### src/rtl/scan_addr_gen_if.sv
// Handshake bundle between a scan controller and the address sequencer.
// The master issues commands; the slave returns the decoder address and status.
interface scan_addr_gen_if #(
    parameter int DWELL_W = 8
);
    logic               start;
    logic               stop;
    logic               mode;
    logic [DWELL_W-1:0] dwell;
    logic               A;
    logic               B;
    logic               C;
    logic               en;
    logic               busy;
    logic               done;

    modport master (
        output start, stop, mode, dwell,
        input  A, B, C, en, busy, done
    );

    modport slave (
        input  start, stop, mode, dwell,
        output A, B, C, en, busy, done
    );
endinterface

### src/rtl/scan_addr_gen.sv
// Registered sweep sequencer for the 3-to-8 decoder select lines.
// Holds each address 0..7 for a latched dwell; single or continuous sweeps.
module scan_addr_gen #(
    parameter int DWELL_W = 8
) (
    input  logic             clk,
    input  logic             rst_n,
    scan_addr_gen_if.slave   bus
);
    localparam logic [1:0] IDLE = 2'd0;
    localparam logic [1:0] SCAN = 2'd1;
    localparam logic [1:0] DONE = 2'd2;

    logic [1:0]         state;
    logic [2:0]         addr;
    logic [DWELL_W-1:0] cnt;
    logic [DWELL_W-1:0] d_lat;
    logic               m_lat;
    logic               en;
    logic               busy;
    logic               done;
    logic               dwell_end;

    // Last cycle of the current address hold; cnt never passes d_lat-1.
    assign dwell_end = (cnt == d_lat - DWELL_W'(1));

    assign bus.A    = addr[2];
    assign bus.B    = addr[1];
    assign bus.C    = addr[0];
    assign bus.en   = en;
    assign bus.busy = busy;
    assign bus.done = done;

    // Sequencer state, address, dwell counter and registered status flags.
    always_ff @(posedge clk) begin
        if (!rst_n) begin
            state <= IDLE;
            addr  <= 3'd0;
            cnt   <= '0;
            en    <= 1'b0;
            busy  <= 1'b0;
            done  <= 1'b0;
            d_lat <= DWELL_W'(1);
            m_lat <= 1'b0;
        end else begin
            case (state)
                IDLE: begin
                    addr <= 3'd0;
                    cnt  <= '0;
                    en   <= 1'b0;
                    busy <= 1'b0;
                    done <= 1'b0;
                    if (bus.start && !bus.stop) begin
                        state <= SCAN;
                        en    <= 1'b1;
                        busy  <= 1'b1;
                        m_lat <= bus.mode;
                        d_lat <= (bus.dwell == '0) ? DWELL_W'(1) : bus.dwell;
                    end
                end
                SCAN: begin
                    done <= 1'b0;
                    if (bus.stop) begin
                        state <= IDLE;
                        addr  <= 3'd0;
                        cnt   <= '0;
                        en    <= 1'b0;
                        busy  <= 1'b0;
                    end else if (!dwell_end) begin
                        cnt <= cnt + DWELL_W'(1);
                    end else begin
                        cnt <= '0;
                        if (addr != 3'd7) begin
                            addr <= addr + 3'd1;
                        end else if (!m_lat) begin
                            state <= DONE;
                            addr  <= 3'd0;
                            en    <= 1'b0;
                            busy  <= 1'b0;
                            done  <= 1'b1;
                        end else begin
                            addr <= 3'd0;
                            done <= 1'b1;
                        end
                    end
                end
                DONE: begin
                    state <= IDLE;
                    addr  <= 3'd0;
                    cnt   <= '0;
                    en    <= 1'b0;
                    busy  <= 1'b0;
                    done  <= 1'b0;
                end
                default: begin
                    state <= IDLE;
                    addr  <= 3'd0;
                    cnt   <= '0;
                    en    <= 1'b0;
                    busy  <= 1'b0;
                    done  <= 1'b0;
                end
            endcase
        end
    end
endmodule
### src/flat_wrapper.sv
// flat-port wrapper written by rule: the top's interface ports become plain ports
module scan_addr_gen_flat 
#(
    parameter int DWELL_W = 8
)
  (clk, rst_n, bus_start, bus_stop, bus_mode, bus_dwell, bus_A, bus_B, bus_C, bus_en, bus_busy, bus_done);
  scan_addr_gen_if #(.DWELL_W(DWELL_W)) bus_i ();
  input  logic clk;
  input  logic rst_n;
  input wire logic [$bits(bus_i.start)-1:0] bus_start;
  input wire logic [$bits(bus_i.stop)-1:0] bus_stop;
  input wire logic [$bits(bus_i.mode)-1:0] bus_mode;
  input wire logic [$bits(bus_i.dwell)-1:0] bus_dwell;
  output wire logic [$bits(bus_i.A)-1:0] bus_A;
  output wire logic [$bits(bus_i.B)-1:0] bus_B;
  output wire logic [$bits(bus_i.C)-1:0] bus_C;
  output wire logic [$bits(bus_i.en)-1:0] bus_en;
  output wire logic [$bits(bus_i.busy)-1:0] bus_busy;
  output wire logic [$bits(bus_i.done)-1:0] bus_done;
  assign bus_i.start = bus_start;
  assign bus_i.stop = bus_stop;
  assign bus_i.mode = bus_mode;
  assign bus_i.dwell = bus_dwell;
  assign bus_A = bus_i.A;
  assign bus_B = bus_i.B;
  assign bus_C = bus_i.C;
  assign bus_en = bus_i.en;
  assign bus_busy = bus_i.busy;
  assign bus_done = bus_i.done;
  scan_addr_gen #(.DWELL_W(DWELL_W)) u_core (.clk(clk), .rst_n(rst_n), .bus(bus_i));
endmodule
### config.mk
export PLATFORM = sky130hd
export DESIGN_NAME = scan_addr_gen_flat
export DESIGN_NICKNAME = d
export VERILOG_FILES = /design/src/rtl/scan_addr_gen_if.sv /design/src/rtl/scan_addr_gen.sv /design/src/flat_wrapper.sv
export SDC_FILE = /design/constraint.sdc
export NUM_CORES = 1
export LEC_CHECK = 0
export CAP_MARGIN = 15
export CORE_ASPECT_RATIO = 1.4
export CORE_MARGIN = 2
export CORE_UTILIZATION = 41
export CTS_BUF_LIST = sky130_fd_sc_hd__clkbuf_4 sky130_fd_sc_hd__clkbuf_8
export DETAILED_ROUTE_END_ITERATION = 8
export HOLD_SLACK_MARGIN = 0.1
export PLACE_DENSITY = 0.72
export SYNTH_ARGS = -nofsm -noshare
export SYNTH_HDL_FRONTEND = slang
export SYNTH_SLANG_ARGS = --single-unit
### constraint.sdc
create_clock -name clk -period 6.6 [get_ports clk]
set_clock_uncertainty 0.15 [all_clocks]
set_input_delay 0.66 -clock clk [delete_from_list [all_inputs] [get_ports clk]]
set_output_delay 0.66 -clock clk [all_outputs]
set_load 0.005 [all_outputs]
# After elaboration in Yosys (flattened, before gate mapping)
# Cells that the tools add are included.
# W data, S select, Z words.
[classes]
muxes = 15
reduce_logical = 10
addsub = 3
n_eq_ne = 7
bitwise_logic = 3
[op_table]
columns = ["cell", "n"]
rows = [
  ["$mux W2", 5],
  ["$ne A3 B3 Y1 const B", 3],
  ["$add A8 B1 Y8 const B", 1],
  ["$eq A8 B8 Y1", 1],
  ["$logic_not A8 Y1", 1],
  ["$mux W8", 1],
  ["$reduce_or A4 Y1", 2],
  ["$sub A8 B1 Y8 const B", 1],
  ["$mux W1", 6],
  ["$pmux W2 S2", 1],
  ["$reduce_and A4 Y1", 1],
  ["$add A3 B1 Y3 const B", 1],
  ["$mux W3", 1],
  ["$ne A3 B2 Y1 const B", 1],
  ["$not A1 Y1", 3],
  ["$reduce_and A3 Y1", 1],
  ["$reduce_or A3 Y1", 1],
  ["$eq A2 B1 Y1 const B", 1],
  ["$logic_not A2 Y1", 1],
  ["$ne A2 B1 Y1 const B", 1],
  ["$pmux W1 S2", 1],
  ["$reduce_and A2 Y1", 1],
  ["$logic_and A1 B1 Y1", 1],
  ["$logic_not A1 Y1", 1],
]
[totals]
reg_bits = 24
word_cells = 45

# Logic depth before layout (Yosys ltp)
[logic_depth]
word_depth = 5
mapped_depth = 8
ltp_nobuf = 7

# Worst setup path after synthesis
# No wires, ideal clock.
[synth_timing]
kind = "reg-to-reg"
startpoint = "reg u_core.d_lat[0]"
endpoint = "reg u_core.en, in the netlist u_core.bus.en"
arrival_time_ps = 1981
setup_ps = 124
stages_incl_launch_ff = 9
t_required_ps = 6326
slack_ps = 4345
path_cell_list = "dfxtp_1 -> inv_1 -> ha_1 -> o21ba_1 -> a221oi_1 -> a41oi_1 -> a2111oi_4 -> buf_6 -> a31oi_1"
[synth_via]
elab_chain_cells = 4
[synth_rtl]
columns = ["item", "line_no", "source"]
rows = [
  ["start, declared", "scan_addr_gen.sv:17", "logic [DWELL_W-1:0] d_lat;"],
  ["start signal, assigned", "scan_addr_gen.sv:58", "d_lat <= (bus.dwell == '0) ? DWELL_W'(1) : bus.dwell;"],
  ["$sub A8 B1 Y8", "scan_addr_gen.sv:25", "assign dwell_end = (cnt == d_lat - DWELL_W'(1));"],
  ["$eq A8 B8 Y1", "scan_addr_gen.sv:25", ""],
  ["$ne A3 B2 Y1 (no line)", "-", ""],
  ["$reduce_and A3 Y1 (no line)", "-", ""],
  ["end signal, assigned", "scan_addr_gen.sv:40", "en <= 1'b0;"],
  ["end signal, assigned", "scan_addr_gen.sv:50", "en <= 1'b0;"],
  ["end signal, assigned", "scan_addr_gen.sv:55", "en <= 1'b1;"],
  ["end, declared", "scan_addr_gen.sv:19", "logic en;"],
]
# Every way passes these cells.
# A chain may end at the register's enable or synchronous reset.

# Worst setup path in the final report
[layout_timing]
startpoint = "reg u_core.d_lat[0]"
endpoint = "reg u_core.done, in the netlist u_core.bus.done"
[layout_via]
elab_chain_cells = 4
[layout_rtl]
columns = ["item", "line_no", "source"]
rows = [
  ["$sub A8 B1 Y8", "scan_addr_gen.sv:25", ""],
  ["$eq A8 B8 Y1", "scan_addr_gen.sv:25", ""],
  ["$not A1 Y1 (no line)", "-", ""],
  ["$reduce_or A4 Y1 (no line)", "-", ""],
  ["end signal, assigned", "scan_addr_gen.sv:42", "done <= 1'b0;"],
  ["end signal, assigned", "scan_addr_gen.sv:52", "done <= 1'b0;"],
  ["end signal, assigned", "scan_addr_gen.sv:62", "done <= 1'b0;"],
  ["end, declared", "scan_addr_gen.sv:21", "logic done;"],
]
# Every way passes these cells.

==> flow_metrics.py <==
metrics = {
    "global_routing": {
        "grtUsageTotal_pct": 16.3,
        "grt_max_degree": 16,
        "overflow": 0,
        "grt_pass1_wl_mm": 4.60,
        "grt_pass1_vias": 1105,
        "antenna_found_initial": 0,
    },
    "clocking": {
        "hold_buffers": 0,
        "cts_root_buf": "clkbuf_8",
        "ctsHtreeMaxLevel": 1,
        "clk_path_buf_depth": 2,
        "post_cts_buffers": 0,
        "post_cts_resized": 0,
        "cts.sinks": 24,
        "cts_buffers": 3,
        "worstSkewPairLatency_ps": 260,
        "cts.reportedPaths.clkPinSlew_ps": 80,
        "cts_tree": "done",
    },
    "setup_path": {
        "r2r-end": "u_core.bus.done",
        "worstSetupPathType": "reg -> reg",
        "critPathCaptureType": "flip-flop",
        "crit_fanout": 15,
        "r2r_start": "u_core.d_lat[0]",
        "worstSetupStartpointType": "flip-flop",
        "worstPathArrival_ps": 2750,
        "r2r.worst_path.cells": 7,
        "r2r_slack_ps": 3910,
        "critPathRequiredTime_ps": 6660,
    },
    "place": {
        "post-dp-hpwl_mm": 1.92,
        "gp_congestion": 0.877,
        "pre_cts_ws_ps": 3920,
        "port_buffers": 18,
    },
    "synthesis": {
        "netlist_instances": 140,
        "synth.distinct_cells": 40,
        "async_flop_share_pct": 0,
        "syn_area_um2": 1250,
        "synth_top_flop_cell": "dfxtp_1",
        "yosys_warnings": 0,
        "synth_edf_count": 0,
        "synth_area_per_cell_um2": 8.96,
        "seq_area_frac_synth_pct": 38.3,
        "yosysTopAreaCellShare_pct": 38.3,
        "synth_area_leaders": "dfxtp_1 (38%), nand2_1 (6.6%), xor2_1 (6.3%)",
        "ys_ff_latch": 24,
        "synth.largest_area_cell": "dfxtp_1",
        "syn_nets": 157,
    },
    "finish": {
        "nets": 174,
        "multi_input_area_um2": 722,
        "drive_above_1_share_pct": 7.05,
        "final_cell_mix": "dfxtp_1 (24), nand2_1 (22), clkdlybuf4s50_1 (18)",
        "fill_cells": 280,
        "area_delta_synth_final_pct": 19.4,
        "final_common_cell": "dfxtp_1",
        "n_antenna_cell": 0,
        "seq_area_um2": 480,
    },
    "power": {
        "powerDensity_nw_per_um2": 198,
        "p_leak_nw": 0.561,
        "finalPower_w": 0.000296,
        "vdd_ir_drop_max_uv": 140,
    },
    "drt": {
        "drc": 0,
        "vias": 1017,
        "ant_nets": 0,
        "firstDrtPassIters": 4,
        "wl_per_cell_um": 12.7,
        "wirelength_mm": 2.45,
        "drt_iter0_drc": 7,
        "viasPerCell": 5.27,
    },
    "timing": {
        "setup_tns_ps": 0,
        "hold_violations": 0,
        "slew_viol_final": 0,
        "post-route-min-period_ps": 2690,
        "finalSetupViolCount": 0,
        "fmax_ghz": 0.372,
        "slew_headroom_pct": 42.2,
        "worst_slack_ps": 3910,
        "rsz0062_at_grt": "false",
        "period_share_pct": 40.7,
        "tightest_slew_ps": 867,
    },
    "die": {
        "rows": 23,
        "fp.dieW_um": 50.8,
        "start_util_pct": 43.2,
        "core_um2": 2910,
        "die_y_um": 69.5,
        "io_pins": 19,
        "dieArea_um2": 3530,
    },
    "min_path": {
        "worstHoldEndpoint": "u_core.m_lat",
        "hold_path_class": "reg -> reg",
        "worstHoldPathCells": 2,
        "hold_start": "u_core.m_lat",
    },
    "status": {
        "status": "completed",
    },
    "job": {
        "drv_cap": 0,
    },
}
[layout make-up]
| cell class | instances | share of cell area [%] |
|---|---|---|
| Tap cell | 37 | 3.09 |
| Clock buffer | 4 | 3.67 |
| Sequential cell | 24 | 32.1 |
| Multi-Input combinational cell | 107 | 48.2 |
| Timing Repair Buffer | 19 | 12.5 |
| Inverter | 2 | 0.501 |
[per-stage QoR]
stage	util, %	std cells	area (µm²)	hold WS, ps
detailed placement	49.7	189	1440	335
global placement	49.7	189	1440	314
finish	51.6	193	1500	341
floorplan	-	140	1250	294
global route	51.6	193	1500	367
CTS	51.6	193	1500	347
[cells in the mapped netlist (2+ instances only)]
| master | count |
|---|---|
| nand2_1 | 22 |
| nand3_1 | 7 |
| nand3b_1 | 3 |
| a31oi_1 | 2 |
| ha_1 | 4 |
| nand4_1 | 2 |
| xnor2_1 | 6 |
| mux2i_1 | 3 |
| or2_2 | 2 |
| inv_1 | 2 |
| nor2b_1 | 2 |
| and3_1 | 4 |
| xor2_1 | 9 |
| nor3_1 | 8 |
| buf_6 | 2 |
| dfxtp_1 | 24 |
| clkbuf_1 | 3 |
| a21boi_0 | 9 |
| nor2_1 | 5 |
[registers in the layout (all words and copies together), names as in the netlist]
register / cells
u_core.cnt: 8
u_core.bus.en: 1
u_core.state: 2
u_core.bus.done: 1
u_core.m_lat: 1
u_core.addr: 3
u_core.d_lat: 8
[critical path, cell delays in order, from the launching register on]
cell and delay, ps:
dfxtp_1 400, inv_1 80, ha_1 270, o21ba_1 190, a221oi_1 300, a41oi_1 110, a2111oi_4 840, and3_2 290
[power breakdown]
| part | switching [W] | leakage [nW] | total [W] | internal [W] |
|---|---|---|---|---|
| Combinational | 0.0000220 | 0.337 | 0.0000446 | 0.0000226 |
| Sequential | 0.00000437 | 0.195 | 0.000153 | 0.000148 |
| Clock | 0.0000456 | 0.0288 | 0.0000988 | 0.0000532 |
| Total | 0.0000719 | 0.561 | 0.000296 | 0.000224 |
[how the worst max path moves through the flow]
| stage | end | cells past startpoint | startpoint |
|---|---|---|---|
| final | u_core.bus.done | 7 | u_core.d_lat[0] |
| after global routing | u_core.bus.done | 7 | u_core.d_lat[0] |
| after CTS | u_core.bus.done | 7 | u_core.d_lat[0] |
| after detailed placement | u_core.bus.done | 7 | u_core.d_lat[0] |
| after global placement | u_core.bus.done | 7 | u_core.d_lat[0] |
| after floorplan | u_core.bus.en | 8 | u_core.d_lat[0] |
[metal layers]
layer | up-vias | track usage (%) | part of all wire [%]
met1 | 463 | 18.8 | 41
met4 | 0 | 8.41 | 2.0
met3 | 6 | 2.37 | 3.0
li1 | 528 | - | -
met2 | 20 | 28.2 | 54
met5 | - | 0 | 0
[kinds of logic after synthesis]
kind of cell | synth area share [%]
multiplexers | 2.39
AO/OA/AOI/OAI | 13.7
adder cells (fa/ha/maj) | 3.99
buffers and inverters | 4.19
XOR/XNOR | 10.5
AND/OR/NAND/NOR | 27.0
flip-flops | 38.3
Note: power is estimated with default switching activity, not from simulation.
